**src/rtl/uart_defs.sv**
```systemverilog
// -----------------------------------------------------------------------------
// uart_defs
// Shared UART definitions for the receive path and the future transmit block.
//   OVERSAMPLE   : oversample ticks per serial bit
//   uart_state_t : frame FSM state encoding
//   calc_div     : clocks per oversample tick, rounded to nearest
// -----------------------------------------------------------------------------
package uart_defs;

  localparam int OVERSAMPLE = 16;

  typedef enum logic [1:0] {
    ST_IDLE  = 2'd0,
    ST_START = 2'd1,
    ST_DATA  = 2'd2,
    ST_STOP  = 2'd3
  } uart_state_t;

  // round(clk_freq / (baud * OVERSAMPLE)); 64-bit math so large clocks cannot overflow
  function automatic int calc_div(input int clk_freq, input int baud);
    longint num;
    longint den;
    den = longint'(baud) * longint'(OVERSAMPLE);
    num = longint'(clk_freq) + den / 2;
    return int'(num / den);
  endfunction

endpackage

```
**src/rtl/sync_fifo.sv**
```systemverilog
// -----------------------------------------------------------------------------
// sync_fifo
// Single-clock first-word-fall-through FIFO.
//   clk, rst     : clock, asynchronous active-high reset
//   i_push       : write i_wr_data (ignored when full unless a pop happens too)
//   i_wr_data    : write data
//   i_pop        : advance the head (ignored when empty)
//   o_rd_data    : head entry, combinational from storage at the read pointer
//   o_full       : count == DEPTH
//   o_empty      : count == 0
//   o_count      : entries held, 0..DEPTH
// DEPTH must be a power of two so pointers wrap by natural overflow.
// -----------------------------------------------------------------------------
module sync_fifo #(
  parameter int WIDTH = 8,
  parameter int DEPTH = 16
) (
  input  logic                     clk,
  input  logic                     rst,
  input  logic                     i_push,
  input  logic [WIDTH-1:0]         i_wr_data,
  input  logic                     i_pop,
  output logic [WIDTH-1:0]         o_rd_data,
  output logic                     o_full,
  output logic                     o_empty,
  output logic [$clog2(DEPTH):0]   o_count
);

  localparam int AW = $clog2(DEPTH);

  logic [WIDTH-1:0] r_mem [DEPTH];
  logic [AW-1:0]    r_wr_ptr;
  logic [AW-1:0]    r_rd_ptr;
  logic [AW:0]      r_count;
  logic             w_do_push;
  logic             w_do_pop;

  assign o_full    = (r_count == (AW+1)'(DEPTH));
  assign o_empty   = (r_count == '0);
  assign o_count   = r_count;
  assign o_rd_data = r_mem[r_rd_ptr];

  // A pop on the same edge frees a slot, so a push into a full FIFO still lands
  assign w_do_pop  = i_pop & ~o_empty;
  assign w_do_push = i_push & (~o_full | w_do_pop);

  always_ff @(posedge clk or posedge rst) begin
    if (rst) begin
      r_wr_ptr <= '0;
      r_rd_ptr <= '0;
      r_count  <= '0;
    end else begin
      if (w_do_push) r_wr_ptr <= r_wr_ptr + AW'(1);
      if (w_do_pop)  r_rd_ptr <= r_rd_ptr + AW'(1);
      case ({w_do_push, w_do_pop})
        2'b10:   r_count <= r_count + (AW+1)'(1);
        2'b01:   r_count <= r_count - (AW+1)'(1);
        default: r_count <= r_count;
      endcase
    end
  end

  // Storage carries no reset so it maps onto distributed/block RAM
  always_ff @(posedge clk) begin
    if (w_do_push) r_mem[r_wr_ptr] <= i_wr_data;
  end

endmodule

```
**src/rtl/uart_rx_fifo.sv**
```systemverilog
// -----------------------------------------------------------------------------
// uart_rx_fifo
// 8N1 UART receiver with 16x oversampling feeding a FWFT receive FIFO.
//   clk           : system clock
//   rst           : asynchronous active-high reset
//   rx            : asynchronous serial line, idle high
//   uart_rx_re    : pop request (MMIO read strobe)
//   uart_rx_data  : FIFO head byte, valid while uart_rx_valid
//   uart_rx_valid : FIFO non-empty
//   overrun       : sticky, a received byte was dropped on a full FIFO
//   frame_err     : sticky, a stop bit was sampled low
// -----------------------------------------------------------------------------
module uart_rx_fifo
  import uart_defs::*;
#(
  parameter int CLK_FREQ   = 100_000_000,
  parameter int BAUD       = 115200,
  parameter int FIFO_DEPTH = 16
) (
  input  logic       clk,
  input  logic       rst,
  input  logic       rx,
  input  logic       uart_rx_re,
  output logic [7:0] uart_rx_data,
  output logic       uart_rx_valid,
  output logic       overrun,
  output logic       frame_err
);

  localparam int DIV = calc_div(CLK_FREQ, BAUD);
  localparam int DW  = (DIV > 1) ? $clog2(DIV) : 1;
  localparam logic [DW-1:0] DIV_LAST = DW'(DIV - 1);

  uart_state_t               r_state;
  logic                      r_sync1;
  logic                      r_sync2;
  logic [DW-1:0]             r_div_cnt;
  logic [3:0]                r_tick_cnt;
  logic [2:0]                r_bit_cnt;
  logic [7:0]                r_shift;
  logic                      r_frame_err;
  logic                      r_overrun;

  logic                      w_rx;
  logic                      w_tick;
  logic                      w_push;
  logic                      w_full;
  logic                      w_empty;
  logic                      w_overflow;
  logic [$clog2(FIFO_DEPTH):0] w_count;

  assign w_rx = r_sync2;

  // Two-flop synchronizer, reset to the idle line level
  always_ff @(posedge clk or posedge rst) begin
    if (rst) begin
      r_sync1 <= 1'b1;
      r_sync2 <= 1'b1;
    end else begin
      r_sync1 <= rx;
      r_sync2 <= r_sync1;
    end
  end

  // Oversample divider: held at 0 in IDLE so every frame starts phase-aligned
  assign w_tick = (r_state != ST_IDLE) && (r_div_cnt == DIV_LAST);

  always_ff @(posedge clk or posedge rst) begin
    if (rst) begin
      r_div_cnt <= '0;
    end else if (r_state == ST_IDLE || w_tick) begin
      r_div_cnt <= '0;
    end else begin
      r_div_cnt <= r_div_cnt + DW'(1);
    end
  end

  // Push is combinational on the stop-sample edge so valid rises right after it
  assign w_push = (r_state == ST_STOP) && w_tick && (r_tick_cnt == 4'd15) && w_rx;

  always_ff @(posedge clk or posedge rst) begin
    if (rst) begin
      r_state     <= ST_IDLE;
      r_tick_cnt  <= '0;
      r_bit_cnt   <= '0;
      r_shift     <= '0;
      r_frame_err <= 1'b0;
    end else begin
      unique case (r_state)
        ST_IDLE: begin
          r_tick_cnt <= '0;
          r_bit_cnt  <= '0;
          if (!w_rx) r_state <= ST_START;
        end
        ST_START: begin
          if (w_tick) begin
            if (r_tick_cnt == 4'd7) begin
              // mid start bit: high means a glitch, abandon quietly
              r_tick_cnt <= '0;
              r_state    <= w_rx ? ST_IDLE : ST_DATA;
            end else begin
              r_tick_cnt <= r_tick_cnt + 4'd1;
            end
          end
        end
        ST_DATA: begin
          if (w_tick) begin
            r_tick_cnt <= r_tick_cnt + 4'd1;   // wraps to 0 after each sample
            if (r_tick_cnt == 4'd15) begin
              r_shift   <= {w_rx, r_shift[7:1]};
              r_bit_cnt <= r_bit_cnt + 3'd1;
              if (r_bit_cnt == 3'd7) r_state <= ST_STOP;
            end
          end
        end
        ST_STOP: begin
          if (w_tick) begin
            r_tick_cnt <= r_tick_cnt + 4'd1;
            if (r_tick_cnt == 4'd15) begin
              if (!w_rx) r_frame_err <= 1'b1;
              r_state <= ST_IDLE;
            end
          end
        end
        default: r_state <= ST_IDLE;
      endcase
    end
  end

  // A byte is lost only when full and no pop frees a slot on the same edge
  assign w_overflow = w_push & w_full & ~(uart_rx_re & ~w_empty);

  always_ff @(posedge clk or posedge rst) begin
    if (rst) begin
      r_overrun <= 1'b0;
    end else if (w_overflow) begin
      r_overrun <= 1'b1;
    end
  end

  sync_fifo #(
    .WIDTH (8),
    .DEPTH (FIFO_DEPTH)
  ) u_fifo (
    .clk       (clk),
    .rst       (rst),
    .i_push    (w_push),
    .i_wr_data (r_shift),
    .i_pop     (uart_rx_re),
    .o_rd_data (uart_rx_data),
    .o_full    (w_full),
    .o_empty   (w_empty),
    .o_count   (w_count)
  );

  assign uart_rx_valid = (w_count != '0);
  assign overrun       = r_overrun;
  assign frame_err     = r_frame_err;

endmodule

```
**config.mk**
```make
export PLATFORM = sky130hd
export DESIGN_NAME = uart_rx_fifo
export DESIGN_NICKNAME = d
export VERILOG_FILES = /design/src/rtl/uart_defs.sv /design/src/rtl/sync_fifo.sv /design/src/rtl/uart_rx_fifo.sv
export SDC_FILE = /design/constraint.sdc
export NUM_CORES = 1
export LEC_CHECK = 0
export BUFFER_PORTS_ARGS = -buffer_cell sky130_fd_sc_hd__buf_2
export CORE_UTILIZATION = 65
export CTS_BUF_LIST = sky130_fd_sc_hd__clkbuf_8
export CTS_CLUSTER_DIAMETER = 30
export DETAILED_ROUTE_END_ITERATION = 8
export GPL_TIMING_DRIVEN = 0
export HOLD_SLACK_MARGIN = 0.12
export MAX_ROUTING_LAYER = met4
export PLACE_DENSITY = 0.91
export SKIP_CTS_REPAIR_TIMING = 1
export SYNTH_ARGS = -nofsm -noshare
export SYNTH_HDL_FRONTEND = slang
export SYNTH_SLANG_ARGS = --single-unit
export TNS_END_PERCENT = 100
```
**constraint.sdc**
```tcl
create_clock -name clk -period 3.1 [get_ports clk]
set_input_delay 0 -clock clk [delete_from_list [all_inputs] [get_ports clk]]
set_output_delay 0 -clock clk [all_outputs]
set_load 0.02 [all_outputs]
```
==> results.md, run 1 <==
- Layout net count: 454
- # IOs: 15
- Clk_skew: 0.0106 ns
- Post-route ant nets: 0
- Min Tclk post-route: about 2.9 ns
- Max Freq: about 340 MHz
- Grt met1 use: 0.339
- Initial antenna violation count: 0
- Row cnt: 37
- Grt met2 use: 0.411
- TritonRoute pass-1 iters: 5
- Flops & latches, synth: 168
- GPL Wtd Cong: 0.844
- Worst-path fanout max: 8
- # setup viols final: 0
- Core area: 10300 um2
- Setup CP Type: flip-flop to flip-flop
- Hpwl dp: around 8.2 mm
- PD cells: 672 nW/um2
- Register area: 4850 um2
- Filler cell count: 587
- Layout cells sized above 1: 0.220
- Largest net degree at the start of global routing: 41
- Number of H-tree levels: 4
- Initial DRC Count: 318
- P&R area growth vs syn: 9.42%
- CTS tree: yes
- GRT Overall Usage: 0.262
- HP Class: primary input to flip-flop
- Final wirelength: roughly 13 mm
- Vias/cell: 6.28
- First-pass GRT wire length: about 20 mm
- Peak VDD IR: about 0.00045 V
- Leak: 2.96 nW
- Clk slew on worst S/H paths: approximately 0.080 ns
- Synthesized area per cell: approximately 17 um2
- Setup crit end kind: flip-flop
- Top Usage Layer GRT: met2
- Arr. time, crit path: 3.24 ns
- Tcrit/Tclk final: 0.942
- Mapped cell area: between 6000 and 7000 um2
- Slew HR: 0.446
- Multi-input gate area: 1950 um2
- Vias in the first global route: around 3700
- IO Port Bufs: 14
- YS warnings: 0
- Status: complete, no violations
- N_diodes: 0
- Slew at the pin closest to its max-slew limit: 0.829 ns
- Fin. Hold Viols: 0
- Max cap viols: 0
- Die area: 11000 um2
- Util after Layout: 0.732
- Remaining DRCs: 0
- Initial core utilization: 0.669
- Final Slew Violations: 0
- Via count: 3671
- Worst hold margin: approximately 0.21 ns
- Grt total ovfl: 0
- RSZ-0062 raised after global routing: false
- Max clock buf depth: 2
- Pwr Total: 5.08 mW
- Clock sink count: roughly 170
- Worst setup SP type: flip-flop
- Die X: 105 um
- Distinct cell type count of the synthesized netlist: 48
- GR Util met3: 0.0667
- Die Ht: 105 um
- Post-DR wirelength/cell: 21.6 um
- Post-synthesis net count: 419
- Num CTS Buffers: 17
- Seq/Total Area, Yosys: 0.702
- Worst skew pair latency: about 0.44 ns
- Synth Instances: 401
- Clk root buf: clkbuf_8
- Worst endpoint required time: 3.42 ns
==> per-layer routing <==
| layer | wire (um) | part of all wire |
|---|---|---|
| met5 | 0 | 0 |
| met4 | 260 | 0.021 |
| met3 | 669 | 0.053 |
| met2 | 6460 | 0.51 |
| met1 | 5250 | 0.41 |
==> worst paths after layout <==
path / from / endpoint / slack [ns] / depth (start not counted)
worst max-delay path: u_fifo.o_count[1] / u_fifo.o_count[4] / 0.18 / 10
worst min-delay path: rx / r_sync1 / 0.21 / 2
worst max register to register: u_fifo.o_count[1] / u_fifo.o_count[4] / 0.18 / 10
worst min register to register: r_sync1 / r_sync2 / 0.36 / 0
max in group asynchronous: rst / u_fifo.r_wr_ptr[3] / 2.29 / 3
min in group asynchronous: rst / overrun / 0.29 / 3
==> critical path: stages (launching register included) <==
cell	delay, ns
dfrtp_1	0.38
buf_6	0.13
or4_4	0.54
o21a_1	0.33
ha_2	0.31
xor2_1	0.16
ha_1	0.21
or2_2	0.28
a31oi_1	0.20
o31ai_1	0.11
xnor2_1	0.14
==> power breakdown <==
part	total [mW]	internal, mW	switching, mW
clock network	1.49	0.774	0.716
logic	1.07	0.469	0.606
registers	2.51	2.46	0.0549
total	5.08	3.70	1.38
==> cells in the final DEF (no fill, tap or decap), types with 3 or more instances in the layout <==
| master | n |
|---|---|
| nand2_1 | 18 |
| a22oi_1 | 16 |
| a21oi_1 | 6 |
| clkinv_2 | 3 |
| nor2_1 | 34 |
| dfrtp_1 | 38 |
| nand4_1 | 4 |
| nand3_1 | 11 |
| mux4_2 | 32 |
| clkbuf_8 | 17 |
| bufinv_16 | 3 |
| buf_2 | 20 |
| mux2_2 | 10 |
| xnor2_1 | 12 |
| nor3_1 | 6 |
| ha_1 | 13 |
| nand3b_1 | 4 |
| edfxtp_1 | 128 |
| inv_1 | 13 |
| dlygate4sd3_1 | 3 |
| clkbuf_1 | 7 |
| xor2_1 | 7 |
==> stage by stage <==
| step | cell area, um2 | cells | setup slack (ns) | TNS (ns) |
|---|---|---|---|---|
| after floorplan | 6910 | 401 | 0.256 | 0 |
| after global placement | 7150 | 551 | 0.112 | 0 |
| after detailed placement | 7150 | 551 | 0.0108 | 0 |
| after CTS | 7530 | 583 | -0.0219 | -0.0219 |
| after global routing | 7560 | 585 | 0.0471 | 0 |
| final | 7560 | 585 | 0.179 | 0 |
==> cells by family after synthesis <==
group	count (synthesis)	share of synthesized area
AO/OA/AOI/OAI	37	0.0395
buffers and inverters	26	0.0163
flip-flops	168	0.702
AND/OR/NAND/NOR	91	0.0652
multiplexers	46	0.128
XOR/XNOR	19	0.0241
adder cells (fa/ha/maj)	14	0.0254
==> layout make-up <==
class                      instances  share of cell area
buffer                            16             0.00993
tap                              136              0.0225
clock inverter                    15              0.0195
clock buffer                      17              0.0310
inverter                           9             0.00447
sequential                       168               0.641
timing repair buffer              17              0.0132
multi-input combinational        207               0.258
==> cells in the mapped netlist (all sizes together) <==
cell	number	area, um2
dfstp	2	52.6
and2	1	6.26
a31oi	1	6.26
o211ai	1	7.51
nor2b	2	12.5
clkbuf	8	30.0
xor2	7	61.3
nor3	6	30.0
nand4b	2	17.5
a22oi	16	120
a41o	1	10.0
a22o	2	17.5
or2	1	6.26
a21o	1	7.51
and4b	1	10.0
a31o	1	8.76
o21a	1	7.51
ha	14	175
o21ai	3	15.0
mux2i	2	20.0
edfxtp	128	3840
buf	9	48.8
mux2	12	143
inv	9	33.8
a2bb2oi	1	8.76
or4	2	18.8
nor2	34	128
dfrtp	38	951
nand4bb	1	11.3
a221oi	1	8.76
o31a	1	17.5
nand3	11	55.1
or3	1	6.26
o31ai	1	7.51
and4	1	8.76
mux4	32	721
nand2b	1	6.26
nand2	19	78.8
nand3b	4	30.0
xnor2	12	105
a21oi	6	30.0
nand4	4	25.0
==> state kept, by name, indices dropped and copies added (netlist names), named ones only <==
signal / flops
frame_err: 1
u_fifo.r_mem: 128
r_tick_cnt: 4
r_sync1: 1
r_bit_cnt: 3
r_state: 1
r_shift: 8
r_div_cnt: 6
u_fifo.r_rd_ptr: 4
u_fifo.o_count: 5
r_sync2: 1
overrun: 1
u_fifo.r_wr_ptr: 4
Note: power is estimated with default switching activity, not from simulation.
==> run 2: changes to the inputs <==
CELL_PAD_IN_SITES_DETAIL_PLACEMENT = 2   (was default)
CELL_PAD_IN_SITES_GLOBAL_PLACEMENT = 2   (was default)
CORE_UTILIZATION = 45   (was 65)
PLACE_DENSITY = 0.87   (was 0.91)
clock period = 2.5 ns   (was 3.1 ns; I/O delays follow)
==> run 2 against run 1 <==
Against the previous run: the run now ends with negative setup slack left; sequential share of layout area shrank 3.4 points; via count grew 5.4%; register-to-register slack lost 0.57 ns; worst setup slack lost 0.57 ns; wire length grew 54%; non-clock buffer count grew 13; global-route usage shrank 2.0 points; maximum frequency grew 1.1%; clock power grew 36%; critical path type unchanged.
==> results.md, run 2 (synthesized netlist as in run 1, its figures left out) <==
- Register area: 4850 um2
- Post-route ant nets: 0
- Layout net count: 467
- Leak: just over 3 nW
- P&R area growth vs syn: 15.6%
- Delay-heaviest family, CP: simple AND/OR/NAND/NOR gates
- First-pass GRT wire length: 26.3 mm
- Biggest register: u_fifo.r_mem
- Setup crit end kind: flip-flop
- Commonest cells after routing, fill and taps aside: 128 x edfxtp_1, 38 x dfrtp_1, 32 x mux4_2
- Filler cell count: 1279
- RSZ-0062 raised after global routing: true
- Initial DRC Count: 250
- Reg-to-reg endpoint: u_fifo.o_count[4]
- Arr. time, crit path: 3.24 ns
- Initial antenna violation count: 0
- Largest registers: u_fifo.r_mem (128), r_shift (8), r_div_cnt (6)
- Failing checks: negative setup slack
- GRT Overall Usage: 0.242
- Peak VDD IR: about 0.00032 V
- PD cells: ~860 nW/um2
- Multi-input gate area: 2130 um2
- Core area: approximately 15000 um2
- GPL Wtd Cong: 0.736
- Buffers & Inverters on Critical Path: 2
- Tcrit/Tclk final: 1.16
- Fin. Hold Viols: 0
- Worst-path fanout max: 5
- Slowest CP cell: or4_4
- # IOs: 15
- Setup CP Type: flip-flop to flip-flop
- Worst R2R Setup Slack: -0.39 ns
- Min Tclk post-route: around 2.9 ns
- Clk root buf: clkbuf_8
- Layout cells sized above 1: 0.320
- IO Port Bufs: 14
- Status: finished, violations left
- TritonRoute pass-1 iters: 4
- Die Ht: 126 um
- Num CTS Buffers: 17
- HP Class: primary input to flip-flop
- Final std cells w/o fill: 646
- Hold Crit Start: rx
- CP peak stage delay: 0.57 ns
- Grt total ovfl: 0
- Initial core utilization: 0.468
- Via count: 3868
- Max cap viols: 0
- CTS tree: yes
- Most common cell after layout, fill and taps aside: edfxtp_1
- Final wirelength: 19.5 mm
- Number of H-tree levels: 4
- Max clock buf depth: 2
- CP Depth: 12
- Die X: 126 um
- Worst setup SP type: flip-flop
- Worst r2r src: u_fifo.o_count[1]
- Inst Count DP: approximately 600
- Die area: roughly 16000 um2
- Final Cell Area: 7990 um2
- Vias in the first global route: 4182
- Clk slew on worst S/H paths: approximately 0.09 ns
- Placed Area: between 7000 and 8000 um2
- Largest net degree at the start of global routing: 41
- Final Slew Violations: 0
- Slew HR: 0.413
- Hold path depth: 2
- Cell Chain, Critical Path: buf_6, or4_4, o31a_4, nand2_4, ha_4, buf_8, xor2_1, ha_2, or2_4, a31oi_4, o31ai_4, xnor2_1
- FF-to-FF path depth: 12
- Worst endpoint required time: 2.85 ns
- Clock sink count: 168
- Max Freq: 346 MHz
- Post-DR wirelength/cell: 30.2 um
- Remaining DRCs: 0
- Row cnt: 44
- Vias/cell: 5.99
- Hold EP: r_sync1
- Number of flip-flops in the largest register: 128
- Hpwl dp: 12.0 mm
- N_diodes: 0
- # setup viols final: 52
- Worst skew pair latency: about 0.47 ns
- Slew at the pin closest to its max-slew limit: a little under 0.9 ns
- Setup WS post-layout: -0.389 ns
- Clk_skew: around 0.014 ns
-- run 2: cell count changes in the layout (fill, tap and decap cells not counted), sizes merged --
cell and delta:
inv -4, buf +14, clkinv +3
-- run 2: worst max-delay path by stage --
stage / to / from / slack (ns)
finish: u_fifo.o_count[4] / u_fifo.o_count[1] / -0.39
global route: u_fifo.o_count[4] / u_fifo.o_count[1] / -0.44
CTS: u_fifo.o_count[4] / u_fifo.o_count[2] / -0.55
detailed placement: u_fifo.o_count[4] / u_fifo.o_count[2] / -0.50
global placement: u_fifo.o_count[4] / u_fifo.o_count[1] / -0.39
floorplan: u_fifo.o_count[4] / u_fifo.o_count[1] / -0.22
-- run 2: where the power goes --
| group | internal [mW] | total (mW) | switching (mW) |
|---|---|---|---|
| registers | 3.05 | 3.19 | 0.137 |
| logic | 0.722 | 1.64 | 0.917 |
| clock network | 1.01 | 2.03 | 1.02 |
-- run 2: area by class of cell --
| cell class | instances | area share |
|---|---|---|
| flip-flops and latches | 168 | 0.607 |
| multi-input cells | 207 | 0.266 |
| clock buffers | 18 | 0.0310 |
| well taps | 184 | 0.0288 |
| repair buffers | 30 | 0.0284 |
| clock inverters | 14 | 0.0201 |
| plain buffers | 16 | 0.0146 |
| inverters | 9 | 0.00423 |
-- run 2: stage by stage --
step | setup TNS (ns) | hold WS [ns] | utilization | power [mW] | setup WS (ns)
3_5_place_dp | -5.37 | 0.108 | 0.490 | 4.63 | -0.503
4_1_cts | -11.73 | -0.388 | 0.518 | 6.61 | -0.546
2_1_floorplan | -0.295 | 0.00448 | - | 4.21 | -0.216
6_report | -6.52 | 0.195 | 0.541 | 6.85 | -0.389
5_1_grt | -10.48 | 0.181 | 0.541 | 7.08 | -0.445
3_3_place_gp | -0.656 | 0.105 | 0.490 | 4.51 | -0.390
-- run 2: routing by layer --
layer / share of wire / GRT usage / vias to the layer above
met1: 0.39 / 0.283 / 2068
met2: 0.55 / 0.425 / 105
met5: 0 / - / -
met4: 0.030 / 0.0808 / 0
li1: - / - / 1657
met3: 0.036 / 0.0408 / 38
